**src/rtl/semaforo_pkg.sv**
```systemverilog
// Shared definitions for the two-way traffic-light controller: lamp
// encodings, phase type and default phase durations.
package semaforo_pkg;

    localparam logic [2:0] LAMP_VERDE    = 3'b001;
    localparam logic [2:0] LAMP_AMARELO  = 3'b010;
    localparam logic [2:0] LAMP_VERMELHO = 3'b100;

    localparam logic [7:0] D_VERDE    = 8'd1;
    localparam logic [7:0] D_AMARELO  = 8'd3;
    localparam logic [7:0] D_VERMELHO = 8'd2;

    typedef enum logic [1:0] {
        VERDE,
        AMARELO,
        VERMELHO
    } phase_t;

    // Last counter value of a phase lasting t cycles; a zero duration
    // behaves like a one-cycle phase.
    function automatic logic [7:0] dur_limit(input logic [7:0] t);
        return (t == 8'd0) ? 8'd0 : t - 8'd1;
    endfunction

endpackage

```
**src/rtl/semaforo_timer.sv**
```systemverilog
// Phase cycle counter shared by all phases: counts up from zero, flags the
// terminal count and is cleared whenever the phase changes.
module semaforo_timer
    import semaforo_pkg::*;
(
    input  logic       clk,
    input  logic       rst,
    input  logic       clear,
    input  logic [7:0] limit,
    output logic [7:0] cnt,
    output logic       tc
);

    // Counter holds at the limit instead of wrapping if not cleared.
    always_ff @(posedge clk or posedge rst) begin
        if (rst) begin
            cnt <= 8'd0;
        end else if (clear) begin
            cnt <= 8'd0;
        end else if (cnt != limit) begin
            cnt <= cnt + 8'd1;
        end
    end

    // Terminal count: this is the last cycle of the current phase.
    always_comb begin
        tc = (cnt == limit);
    end

endmodule

```
**src/rtl/semaforo.sv**
```systemverilog
// Two-way traffic-light controller. Light A cycles green/yellow/red with
// programmable durations; light B is decoded from A's phase so that at
// least one light is always red. The button cuts A's green short.
module semaforo
    import semaforo_pkg::*;
#(
    parameter logic [7:0] T_VERDE    = D_VERDE,
    parameter logic [7:0] T_AMARELO  = D_AMARELO,
    parameter logic [7:0] T_VERMELHO = D_VERMELHO
) (
    input  logic       clk,
    input  logic       rst,
    input  logic       bt,
    output logic [2:0] A,
    output logic [2:0] B
);

    localparam logic [7:0] LIM_VERDE    = dur_limit(T_VERDE);
    localparam logic [7:0] LIM_AMARELO  = dur_limit(T_AMARELO);
    localparam logic [7:0] LIM_VERMELHO = dur_limit(T_VERMELHO);

    phase_t     phase;
    phase_t     phase_next;
    logic [7:0] cnt;
    logic [7:0] limit;
    logic       tc;
    logic       advance;

    // Select the terminal count of the phase in progress and decide whether
    // this edge leaves the phase (timeout, or button while green).
    always_comb begin
        limit = LIM_VERDE;
        case (phase)
            VERDE:    limit = LIM_VERDE;
            AMARELO:  limit = LIM_AMARELO;
            VERMELHO: limit = LIM_VERMELHO;
            default:  limit = LIM_VERDE;
        endcase
        advance = tc || (bt && (phase == VERDE));
    end

    semaforo_timer u_timer (
        .clk   (clk),
        .rst   (rst),
        .clear (advance),
        .limit (limit),
        .cnt   (cnt),
        .tc    (tc)
    );

    // Phase register; reset returns to green on the main road.
    always_ff @(posedge clk or posedge rst) begin
        if (rst) begin
            phase <= VERDE;
        end else begin
            phase <= phase_next;
        end
    end

    // Next phase follows the fixed green -> yellow -> red rotation.
    always_comb begin
        phase_next = phase;
        if (advance) begin
            case (phase)
                VERDE:    phase_next = AMARELO;
                AMARELO:  phase_next = VERMELHO;
                VERMELHO: phase_next = VERDE;
                default:  phase_next = VERDE;
            endcase
        end
    end

    // Lamp decode: B may only leave red while A is red, and turns yellow in
    // A's final red cycle so B clears before A goes green.
    always_comb begin
        A = LAMP_VERMELHO;
        B = LAMP_VERMELHO;
        case (phase)
            VERDE:   A = LAMP_VERDE;
            AMARELO: A = LAMP_AMARELO;
            VERMELHO: begin
                A = LAMP_VERMELHO;
                B = (cnt == LIM_VERMELHO) ? LAMP_AMARELO : LAMP_VERDE;
            end
            default: A = LAMP_VERMELHO;
        endcase
    end

endmodule

```
**config.mk**
```make
export PLATFORM = sky130hd
export DESIGN_NAME = semaforo
export DESIGN_NICKNAME = d
export VERILOG_FILES = /design/src/rtl/semaforo_pkg.sv /design/src/rtl/semaforo_timer.sv /design/src/rtl/semaforo.sv
export SDC_FILE = /design/constraint.sdc
export NUM_CORES = 1
export LEC_CHECK = 0
export CAP_MARGIN = 40
export CORE_UTILIZATION = 30
export CTS_CLUSTER_DIAMETER = 150
export DETAILED_ROUTE_END_ITERATION = 7
export PLACE_DENSITY = 0.49
export SLEW_MARGIN = 20
export SYNTH_ARGS = -nofsm -noshare
export SYNTH_HDL_FRONTEND = slang
export SYNTH_SLANG_ARGS = --single-unit
export TNS_END_PERCENT = 1
```
**constraint.sdc**
```tcl
create_clock -name clk -period 1.8 [get_ports clk]
set_input_delay 0.36 -clock clk [delete_from_list [all_inputs] [get_ports clk]]
set_output_delay 0.36 -clock clk [all_outputs]
set_load 0.02 [all_outputs]
```
==> results.yml <==
synthesis:
  syn-instance-count: 64
  synth_area_um2: 640.6
  synth_top_area_frac: 0.3906
  synth_edf_count: 0
  synth-seq-area-share: 0.3906
  synth_area_leader_cell: "dfrtp_1"
  ys_top_cells_by_area: "dfrtp_1 39%, xor2_1 6.8%, nand3_1 4.7%"
  yosysMostFrequentCell: "dfrtp_1"
  synthArstFlopShare: 1.000
  syn_avg_cell_area_um2: 10.01
  synth_seq_cells: 10
  synthFlopType: "dfrtp_1"
  synth.distinct_cells: 26
  syn-num-nets: 69
  yosys_warnings: 0
  yosys-top-cells-count: "10 x dfrtp_1, 7 x nor2_1, 6 x nand3_1"
run_status:
  status: "complete, but fails checks"
  violations: "negative setup slack"
sta:
  setup_viol: 2
  setup_slack_ns: -0.08155
  drv_slew: 0
  worst_pin_slew_ns: 0.4116
  skew_ns: 0.002482
  timing.hold.ws_ns: 0.3753
  hold_violations: 0
  rsz0062_at_grt: "true"
  finalCritPeriodShare: 1.045
  min_period_ns: 1.882
  worst_slew_margin_rel: 0.7256
  fmax_ghz: 0.5315
cells_and_area:
  drive_gt1_frac: 0.3253
  n_antenna_cell: 0
  utilization: 0.4223
  area_growth_pct: 30.66
  fin_nets: 90
routing:
  antenna_left: 0
  routed_wirelength_mm: 1.271
  drtIter0Drc: 5
  viasPerCell: 4.782
  dr.pass1.iters: 4
  num_vias: 526
  drc: 0
  avgRoutedWirePerCell_um: 11.55
setup_path:
  worstPathArrival_ns: 1.52
  reg2reg_slack_ns: 0.28
  cp-start-kind: "flip-flop"
  crit-reg2reg-capture: "u_timer.cnt[2]$_DFFE_PP0P_"
  r2r_cells: 6
  cp-end-kind: "primary output"
  r2r-start: "u_timer.cnt[4]$_DFFE_PP0P_"
  critPathRequiredTime_ns: 1.44
  crit_type: "flip-flop to primary output"
  crit_fanout: 2
floorplanning:
  rows: 16
  initial_core_util: 0.3232
  die_w_um: 48.21
  die_area_um2: 2324
  pin_count: 9
  die_h_um: 48.21
  core_area_um2: 1982
placement:
  dp_hpwl_um: 958.8
  port_buffers: 8
  gp_congestion: 0.7165
global_route:
  grt_usage: 0.1298
  grt_overflow: 0
  first_global_vias: 474
  antenna_found_initial: 0
  grt_max_degree: 11
  grt_pass1_wl_mm: 2.035
pwr:
  p_per_area_nw_per_um2: 457.5
  ir_worst_vdd_uv: 271.7
  p_leak_nw: 0.4034
cts:
  insertion_delay_ns: 0.26
  cts.clk_slew.worst_paths_ns: 0.06
  ctsLongestPathBuffers: 2
  numCtsBuffers: 3
  cts_tree: "done"
  cts.sink_count: 10
  htreeDepth: 1
  cts-root-buf: "clkbuf_4"
hold_path:
  hold_path.class: "input pin to asynchronous set/reset pin"
run:
  drv_cap: 0
metrics by stage:
| stage | instance area [um^2] | setup slack, ns | instances | total power [mW] | setup TNS [ns] |
|---|---|---|---|---|---|
| after floorplan | 640.6 | 0.1139 | 64 | 0.2324 | 0 |
| after global placement | 804.5 | -0.2086 | 106 | 0.2378 | -0.3926 |
| after detailed placement | 804.5 | -0.2257 | 106 | 0.2379 | -0.4205 |
| after CTS | 815.8 | -0.1055 | 109 | 0.3891 | -0.1678 |
| after global routing | 837.1 | -0.1896 | 110 | 0.4033 | -0.3280 |
| final | 837.1 | -0.08155 | 110 | 0.3829 | -0.1296 |
routing by layer:
layer,wire (um),vias up,GRT usage
met5,0,-,0
met4,5,0,0.06667
met3,43,2,0.02222
met2,642,9,0.2053
met1,580,254,0.1685
li1,-,261,-
cells by family (layout without fill, tap and decap cells):
family,Yosys count,count (layout),synth area share
xor gates and xnor gates,7,7,0.09570
DFF,10,10,0.3906
buffers and inverters,7,26,0.07423
and+or+nand+nor,34,34,0.3594
adders and majority gates,2,2,0.03906
AOI/OAI and AO/OA,4,4,0.04102
layout make-up:
class	instances	area [um^2]
Clock buffer	3	22.52
Fill cell	201	1145
Inverter	2	7.507
Multi-Input combinational cell	47	346.6
Sequential cell	10	250.2
Tap cell	27	33.78
Timing Repair Buffer	21	176.4
registers in the layout, indices dropped and copies added, names as in the netlist:
| name | count |
|---|---|
| phase | 2 |
| u_timer.cnt | 8 |
repair_timing:
item,4_1_cts,5_1_grt
buffers inserted,0,1
endpoints found under the setup margin,5,2
pin swaps,0,2
resized for setup,12,4
hold buffers,0,0
placed cells by master, fill, tap and decap left out, drive strengths merged, types with 3 or more instances in the layout:
cell type	n
clkbuf	3
buf	15
nor2	7
nand2	3
dfrtp	10
clkdlybuf4s50	3
nor3	4
nand3	6
xor2	5
dlygate4sd2	3
nor3b	4
nor4	3
worst max-delay path by stage:
stage,to,cells after the start,from,slack (ns)
6_report,B[1],5,u_timer.cnt[4]$_DFFE_PP0P_,-0.08
3_5_place_dp,B[1],5,u_timer.cnt[5]$_DFFE_PP0P_,-0.23
5_1_grt,B[1],5,u_timer.cnt[4]$_DFFE_PP0P_,-0.19
3_3_place_gp,B[1],5,u_timer.cnt[5]$_DFFE_PP0P_,-0.21
2_1_floorplan,B[1],4,u_timer.cnt[5]$_DFFE_PP0P_,0.11
4_1_cts,B[0],5,u_timer.cnt[5]$_DFFE_PP0P_,-0.11
critical path, cell delays in order (launching register included):
cell and delay, ns:
dfrtp_1 0.41, nor4_4 0.29, nor3b_4 0.24, nand2_1 0.08, nor2_1 0.10, buf_4 0.15
power by group:
part	internal (mW)	switching (mW)
Sequential	0.225	0
Combinational	0.00389	0.00476
Clock	0.0771	0.0725
Total	0.306	0.0773
Note: power is estimated with default switching activity, not from simulation.
